**config.mk**
```make
export PLATFORM = sky130hd
export DESIGN_NAME = alu_result_fifo
export DESIGN_NICKNAME = d
export VERILOG_FILES = /design/src/rtl/alu_result_fifo.sv
export SDC_FILE = /design/constraint.sdc
export NUM_CORES = 1
export LEC_CHECK = 0
export ABC_AREA = 1
export ABC_CLOCK_PERIOD_IN_PS = 2900
export BUFFER_PORTS_ARGS = -buffer_cell sky130_fd_sc_hd__buf_2
export CORE_MARGIN = 1.5
export CORE_UTILIZATION = 37
export DETAILED_ROUTE_END_ITERATION = 10
export GPL_ROUTABILITY_DRIVEN = 0
export PLACE_DENSITY_LB_ADDON = 0.05
export SLEW_MARGIN = 0
export SYNTH_ARGS = -nofsm -noshare
export SYNTH_HDL_FRONTEND = slang
export SYNTH_SLANG_ARGS = --single-unit
```
**constraint.sdc**
```tcl
create_clock -name clk -period 2.9 [get_ports clk]
set_clock_uncertainty 0.2 [all_clocks]
set_input_delay 0.725 -clock clk [delete_from_list [all_inputs] [get_ports clk]]
set_output_delay 0.725 -clock clk [all_outputs]
set_load 0.05 [all_outputs]
```
**src/rtl/alu_result_fifo.sv**
```systemverilog
`default_nettype none
// ============================================================================
// Module   : alu_result_fifo
// Purpose  : Valid/ready FIFO holding ALU result words with their status
//            flags, plus a sticky OR of the flags of every accepted result.
// Revision : 1.0 - initial release
// ============================================================================
module alu_result_fifo #(
    parameter int DEPTH = 4,
    parameter int WIDTH = 32
) (
    input  logic                         clk,
    input  logic                         rst_n,
    input  logic                         in_valid,
    output logic                         in_ready,
    input  logic [WIDTH-1:0]             in_y,
    input  logic                         in_cout,
    input  logic                         in_neg,
    input  logic                         in_zero,
    input  logic                         in_ovf,
    output logic                         out_valid,
    input  logic                         out_ready,
    output logic [WIDTH-1:0]             out_y,
    output logic [3:0]                   out_flags,
    output logic [3:0]                   sticky_flags,
    input  logic                         sticky_clr,
    output logic [$clog2(DEPTH+1)-1:0]   count
);

    localparam int PTR_W = $clog2(DEPTH);
    localparam int CNT_W = $clog2(DEPTH + 1);
    localparam int ENT_W = WIDTH + 4;

    typedef enum logic [1:0] {
        ST_EMPTY   = 2'd0,
        ST_PARTIAL = 2'd1,
        ST_FULL    = 2'd2
    } state_t;

    state_t             r_state;
    state_t             w_state_nxt;
    logic [PTR_W-1:0]   r_wr_ptr;
    logic [PTR_W-1:0]   r_rd_ptr;
    logic [CNT_W-1:0]   r_count;
    logic [3:0]         r_sticky;
    logic [ENT_W-1:0]   r_mem [DEPTH];
    logic               w_push;
    logic               w_pop;
    logic [3:0]         w_in_flags;
    logic [ENT_W-1:0]   w_head;

    assign w_in_flags   = {in_ovf, in_zero, in_neg, in_cout};
    assign in_ready     = (r_state != ST_FULL);
    assign out_valid    = (r_state != ST_EMPTY);
    assign w_push       = in_valid && in_ready;
    assign w_pop        = out_ready && out_valid;
    assign w_head       = r_mem[r_rd_ptr];
    assign out_y        = out_valid ? w_head[WIDTH-1:0] : '0;
    assign out_flags    = out_valid ? w_head[ENT_W-1:WIDTH] : 4'd0;
    assign sticky_flags = r_sticky;
    assign count        = r_count;

    // Storage is deliberately not reset; stale entries are unreachable once
    // the pointers and count are cleared.
    always_ff @(posedge clk) begin
        if (w_push) begin
            r_mem[r_wr_ptr] <= {w_in_flags, in_y};
        end
    end

    always_ff @(posedge clk or negedge rst_n) begin
        if (!rst_n) begin
            r_wr_ptr <= '0;
            r_rd_ptr <= '0;
            r_count  <= '0;
            r_sticky <= 4'd0;
        end else begin
            if (w_push) begin
                r_wr_ptr <= r_wr_ptr + PTR_W'(1);
            end
            if (w_pop) begin
                r_rd_ptr <= r_rd_ptr + PTR_W'(1);
            end
            case ({w_push, w_pop})
                2'b10:   r_count <= r_count + CNT_W'(1);
                2'b01:   r_count <= r_count - CNT_W'(1);
                default: r_count <= r_count;
            endcase
            // A clear colliding with a push keeps only that push's flags.
            if (sticky_clr) begin
                r_sticky <= w_push ? w_in_flags : 4'd0;
            end else if (w_push) begin
                r_sticky <= r_sticky | w_in_flags;
            end
        end
    end

    always_ff @(posedge clk or negedge rst_n) begin
        if (!rst_n) begin
            r_state <= ST_EMPTY;
        end else begin
            r_state <= w_state_nxt;
        end
    end

    always_comb begin
        w_state_nxt = r_state;
        case (r_state)
            ST_EMPTY: begin
                if (w_push) begin
                    w_state_nxt = ST_PARTIAL;
                end
            end
            ST_PARTIAL: begin
                if (w_push && !w_pop && (r_count == CNT_W'(DEPTH - 1))) begin
                    w_state_nxt = ST_FULL;
                end else if (w_pop && !w_push && (r_count == CNT_W'(1))) begin
                    w_state_nxt = ST_EMPTY;
                end
            end
            ST_FULL: begin
                if (w_pop) begin
                    w_state_nxt = ST_PARTIAL;
                end
            end
            default: w_state_nxt = ST_EMPTY;
        endcase
    end

endmodule
`default_nettype wire

```
==> reports/results.txt, run 1 <==
Num CTS Buffers: 17
Fillers: 1,710
Pleak: 3.79 nW
Port bufs: 85
Share of the synthesized area in the top cell type: 63.1%
Outcome: complete, but fails checks
Crit Path Category: reg -> out
Share of layout cells above drive strength 1: 19.2%
CTS tree: built
Vias: 4,547
CTS root buf: clkbuf_16
Initial antenna violation count: 1
Final hold violations: 0
Routed WL: 15,100 µm
Yosys reg bits: 157
Measured slew at the worst slew-check pin: 0.367 ns
Max Slew Vio Count: 0
Non-Filler Instances: 1,000
Syn Nets: 709
Failing checks: design-rule violations
Synth area leader: edfxtp_1
Core area: 0.0181 mm²
Clock-pin slew on the worst setup and hold paths: 0.06 ns
Synth Instances: 658
Unrepaired setup endpoints after global routing: no
Max-slew headroom: 75.5%
Startpoint class of the critical path: flip-flop
Num Clock Sinks: 157
DRT antenna net count: 0
H-tree Lvls: 4
Arrival time at the worst endpoint: 1.86 ns
Nets: 807
Period utilization: 95.9%
Clock Latency Late Sink: 0.42 ns
Post-synthesis sequential area ratio: 67.8%
Synth cell types: 23
Ports: 86
DP Cell Count: 962
DR WL/cell: 15.1 µm
Die Y: 139 µm
Area Overhead vs Synth: 20.9%
Routing usage on met2: 27.9%
Max Cap Viol: 0
Post-Syn Area: 0.00685 mm²
Total track usage: 16.4%
Final setup violation count: 0
Initial core utilization: 37.9%
Largest net degree at the start of global routing: 42
Gr busiest metal: met2
Synth warnings: 0
Setup crit end kind: output port
Rows: 49
Maximum vdd drop: 0.634 mV
Drc violations: 8
Pwr dens: 1170 mW/mm²
FMAX: 359 MHz
Met3 Usage GRT: 3.52%
First-pass GRT wire length: 23,900 µm
Number of global-route vias before repair: 4,469
Clk buf depth: 2
Total Die Area: 0.0193 mm²
Hpwl dp: 9040 µm
Worst min-delay path category: reg -> reg
Syn Area/Cell: 10.4 µm²
Largest cells by area after synthesis: edfxtp_1, inv_1, nand2_1, nand3_1, dfrtp_1
Crit-path max FO: 15
Die span in x: 139 µm
Placed Area: 0.00762 mm²
Grt total ovfl: 0
Design area: 0.00828 mm²
Tmin final: 2.78 ns
Initial DRC Count: 283
Required @ worst endpoint: 1.98 ns
TritonRoute pass-1 iters: 10
DR vias/cell: 4.55
M1 GR Usage: 20.3%
[critical path: stages (launching register included)]
cell and delay [ns]:
dfrtp_2 0.43, inv_4 0.17, buf_6 0.22, nand3_1 0.10, a21oi_1 0.21, buf_2 0.30
[synth_stat cells (all sizes together)]
master	number
edfxtp	144
xor2	1
nand2	164
o31ai	1
dfrtp	13
clkbuf	1
ha	10
nand3b	1
nor2	9
a21oi	36
xnor2	2
buf	25
inv	167
o21ai	9
nand3	75
[area by class of cell]
class | instances | area, µm² | share of cell area [%]
Inverter | 167 | 629 | 7.60
Antenna cell | 2 | 5.00 | 0.0604
Multi-Input combinational cell | 308 | 1470 | 17.7
Clock inverter | 13 | 173 | 2.08
Tap cell | 229 | 287 | 3.46
Clock buffer | 19 | 433 | 5.23
Timing Repair Buffer | 105 | 634 | 7.66
Sequential cell | 157 | 4650 | 56.2
[kinds of logic after synthesis]
kind of cell / Yosys count / synth area share [%]
AO/OA/AOI/OAI: 46 / 3.40
flip-flops: 157 / 67.8
adder cells (fa/ha/maj): 10 / 1.83
XOR/XNOR: 3 / 0.383
buffers and inverters: 193 / 11.2
AND/OR/NAND/NOR: 249 / 15.4
[metrics by stage]
| stage | utilization [%] | hold slack, ns | worst slack [ns] | setup TNS (ns) | total power [mW] |
|---|---|---|---|---|---|
| global placement | 42.1 | 0.297 | 0.409 | 0 | 7.44 |
| detailed placement | 42.1 | 0.298 | 0.360 | 0 | 7.48 |
| CTS | 45.7 | 0.300 | 0.0154 | 0 | 9.83 |
| finish | 45.8 | 0.309 | 0.118 | 0 | 9.71 |
| global route | 45.8 | 0.306 | 0.0295 | 0 | 10.3 |
| floorplan | - | 0.229 | -0.119 | -17.09 | 6.29 |
[repair_timing]
| action | 4_1_cts | 5_1_grt |
|---|---|---|
| hold buffers | 1 | 0 |
| endpoints found under the hold margin | 13 | 0 |
| gates resized for setup | 3 | 4 |
| gates cloned | 0 | 0 |
| setup endpoints to repair | 18 | 9 |
| setup buffers | 3 | 0 |
| pin swaps | 0 | 0 |
[path summary, 6_finish.rpt]
check | end | slack (ns) | cells after the start | start
setup / recovery | out_y[9] | 0.12 | 5 | r_rd_ptr[1]$_DFFE_PN0P_
hold / removal | sticky_flags[0]$_DFFE_PN0P_ | 0.31 | 2 | sticky_flags[0]$_DFFE_PN0P_
setup reg to reg | count[2]$_DFFE_PN0P_ | 1.16 | 9 | r_state[0]$_DFFE_PN0P_
hold reg to reg | sticky_flags[0]$_DFFE_PN0P_ | 0.31 | 2 | sticky_flags[0]$_DFFE_PN0P_
max in group asynchronous | r_rd_ptr[0]$_DFFE_PN0P_ | 1.69 | 2 | rst_n
min in group asynchronous | sticky_flags[1]$_DFFE_PN0P_ | 0.54 | 2 | rst_n
[layer usage]
metal | vias up | part of all wire, %
met5 | - | 0
met4 | 0 | 1.5
met3 | 21 | 4.4
met2 | 100 | 49
met1 | 2150 | 45
li1 | 2276 | -
[sequential cells by signal, summed over array words and instances (netlist names)]
name          count
count             3
r_mem           144
sticky_flags      4
r_wr_ptr          2
r_rd_ptr          2
r_state           2
[cell usage in the layout, fill, tap and decap left out, types with 2 or more instances in the layout]
master / synthesis / layout
buf_12: 0 / 3
edfxtp_1: 144 / 144
nor2_1: 7 / 3
dfrtp_1: 13 / 11
buf_4: 1 / 14
bufinv_16: 0 / 4
clkbuf_4: 0 / 2
clkbuf_1: 1 / 2
ha_1: 10 / 10
o21ai_1: 7 / 7
a21oi_1: 36 / 36
inv_2: 6 / 5
o21ai_0: 2 / 2
nand3_1: 75 / 75
diode_2: 0 / 2
buf_6: 1 / 3
clkinv_2: 0 / 2
clkinvlp_4: 0 / 3
nand2_2: 2 / 2
inv_1: 161 / 161
nand2_1: 161 / 161
dfrtp_2: 0 / 2
xnor2_1: 2 / 2
clkbuf_16: 0 / 17
clkinv_1: 0 / 3
buf_2: 23 / 82
nor2_4: 1 / 5
[report_power, final]
group,leakage (nW),switching [mW],internal (mW)
sequential,1.47,0.142,2.96
clock,0.285,0.849,1.43
combinational,2.03,3.25,1.08
total,3.79,4.24,5.47
Note: power is estimated with default switching activity, not from simulation.
==> inputs of run 2 (changes only) <==
- ABC_CLOCK_PERIOD_IN_PS: 2900 -> 3550
- MAX_ROUTING_LAYER: not set -> met4
- clock period: 2.9 -> 3.55 ns (I/O delays scaled with it)
==> reports/results.txt, run 2 (same netlist as run 1, synthesis figures left out) <==
Outcome: complete, but fails checks
Failing checks: design-rule violations
DRT antenna net count: 0 (unchanged)
Non-Filler Instances: 991 (-0.90%)
Final hold violations: 0 (unchanged)
CTS root buf: clkbuf_16
TritonRoute pass-1 iters: 9 (-1)
Maximum vdd drop: 0.542 mV (-14%)
CP Cell Sequence: inv_2, buf_12, nand2_1, nand3_1, a21oi_1, buf_2
Die Y: 139 µm (unchanged)
Routed WL: 14,700 µm (-2.6%)
Largest net degree at the start of global routing: 51 (+21%)
Largest register FFs: 144 (unchanged)
Post-CTS Resized: 0 (-3)
Worst path buffer plus inverter count: 3 (unchanged)
Num Clock Sinks: 157 (unchanged)
Measured slew at the worst slew-check pin: 0.610 ns (+0.243 ns)
DP Cell Count: 957 (-0.52%)
Num CTS Buffers: 17 (unchanged)
Core area: 0.0181 mm² (unchanged)
Tmin final: 3.10 ns
Worst min-delay path category: in -> async
Nets: 798 (-1.1%)
Die span in x: 139 µm (unchanged)
Hpwl dp: 8740 µm (-3.4%)
Crit-path max FO: 46 (+31)
Pleak: 3.72 nW (-1.8%)
Unrepaired setup endpoints after global routing: no
Rows: 49 (unchanged)
Biggest register: r_mem
Cts hold-fix bufs: 0 (-1)
Clock-pin slew on the worst setup and hold paths: 0.06 ns (about the same)
Port bufs: 85 (unchanged)
Fillers: 1,759 (+2.9%)
Initial antenna violation count: 2 (+1)
Drc violations: 4 (-4)
Hold Slack: 0.165 ns (-0.143 ns)
Max Cap Viol: 0 (unchanged)
Clock Latency Late Sink: 0.41 ns (about the same)
Setup crit end kind: output port
Slowest CP cell: dfrtp_2
Number of global-route vias before repair: 4,384 (-1.9%)
H-tree Lvls: 4 (unchanged)
Final core area utilization: 45.0% (-0.84 points)
Startpoint class of the critical path: flip-flop
Ports: 86 (unchanged)
Required @ worst endpoint: 2.46 ns (+0.48 ns)
Initial core utilization: 37.9% (unchanged)
Pwr dens: 935 mW/mm² (-20%)
Period utilization: 87.3%
Crit Path Category: reg -> out
Setup TNS: 0 ns (unchanged)
Clk buf depth: 2 (unchanged)
Largest stage delay, worst path: 0.41 ns (-0.02 ns)
Initial DRC Count: 177 (-37%)
Total Die Area: 0.0193 mm² (unchanged)
Postcts setup bufs: 0 (-3)
Max Slew Vio Count: 0 (unchanged)
First-pass GRT wire length: 23,100 µm (-3.4%)
FMAX: 323 MHz
Grt total ovfl: 0 (unchanged)
Vias: 4,455 (-2.0%)
Arrival time at the worst endpoint: 2.01 ns (+0.15 ns)
Max-slew headroom: 59.3% (-16 points)
Commonest non-fill, non-tap cells in the layout: inv_1, nand2_1, edfxtp_1
DR WL/cell: 14.8 µm (-1.8%)
Final setup violation count: 0 (unchanged)
Share of layout cells above drive strength 1: 18.6% (-0.69 points)
Total track usage: 16.4% (+0.043 points)
CP delay by family, top: buffers and inverters
Area Overhead vs Synth: 18.6%
CTS tree: built
DR vias/cell: 4.50 (-1.1%)
[run 2: changes by cell type in the layout (fill, tap and decap cells not counted), sizes merged]
cell / change
bufinv: -3
dlygate4sd3: -1
clkinvlp: -1
buf: -6
clkinv: +3
inv: +1
clkbuf: -2
[run 2: path summary, 6_finish.rpt]
kind | depth (start not counted) | start | end | slack, ns
max in group asynchronous | 1 | rst_n | r_rd_ptr[1]$_DFFE_PN0P_ | 2.71
hold reg to reg | 2 | sticky_flags[0]$_DFFE_PN0P_ | sticky_flags[0]$_DFFE_PN0P_ | 0.32
hold / removal | 1 | rst_n | sticky_flags[1]$_DFFE_PN0P_ | 0.17
setup reg to reg | 5 | r_state[0]$_DFFE_PN0P_ | r_mem[2][35]$_DFFE_PP_ | 1.53
min in group clk | 2 | sticky_flags[0]$_DFFE_PN0P_ | sticky_flags[0]$_DFFE_PN0P_ | 0.32
setup / recovery | 6 | r_rd_ptr[0]$_DFFE_PN0P_ | out_y[1] | 0.45
[run 2: cell type report]
| class | instances | area, µm² | share of cell area (%) |
|---|---|---|---|
| inverter | 167 | 627 | 7.71 |
| multi-input combinational | 308 | 1470 | 18.1 |
| sequential | 157 | 4650 | 57.2 |
| timing repair buffer | 96 | 558 | 6.86 |
| antenna | 2 | 5.00 | 0.0616 |
| tap | 229 | 287 | 3.52 |
| clock inverter | 13 | 100 | 1.23 |
| clock buffer | 19 | 433 | 5.32 |
[run 2: power breakdown]
part           internal (mW)  total (mW)  switching (mW)
registers               2.42        2.52           0.103
logic                  0.813        3.44            2.63
clock network          0.953        1.64           0.687
[run 2: stage by stage]
stage / setup slack, ns / total power [mW] / instance area [µm²]
finish: 0.451 / 7.60 / 8130
global route: 0.300 / 8.04 / 8130
CTS: 0.385 / 7.72 / 8130
detailed placement: 0.837 / 6.07 / 7590
global placement: 0.853 / 6.04 / 7590
floorplan: 0.423 / 5.14 / 6850
[run 2: per-layer routing]
| metal | vias to the layer above | track usage, % | part of all wire, % |
|---|---|---|---|
| met2 | 88 | 27.4 | 50 |
| met3 | 8 | 3.69 | 4.6 |
| li1 | 2251 | - | - |
| met5 | - | - | 0 |
| met4 | 0 | 5.54 | 0.88 |
| met1 | 2108 | 19.7 | 44 |
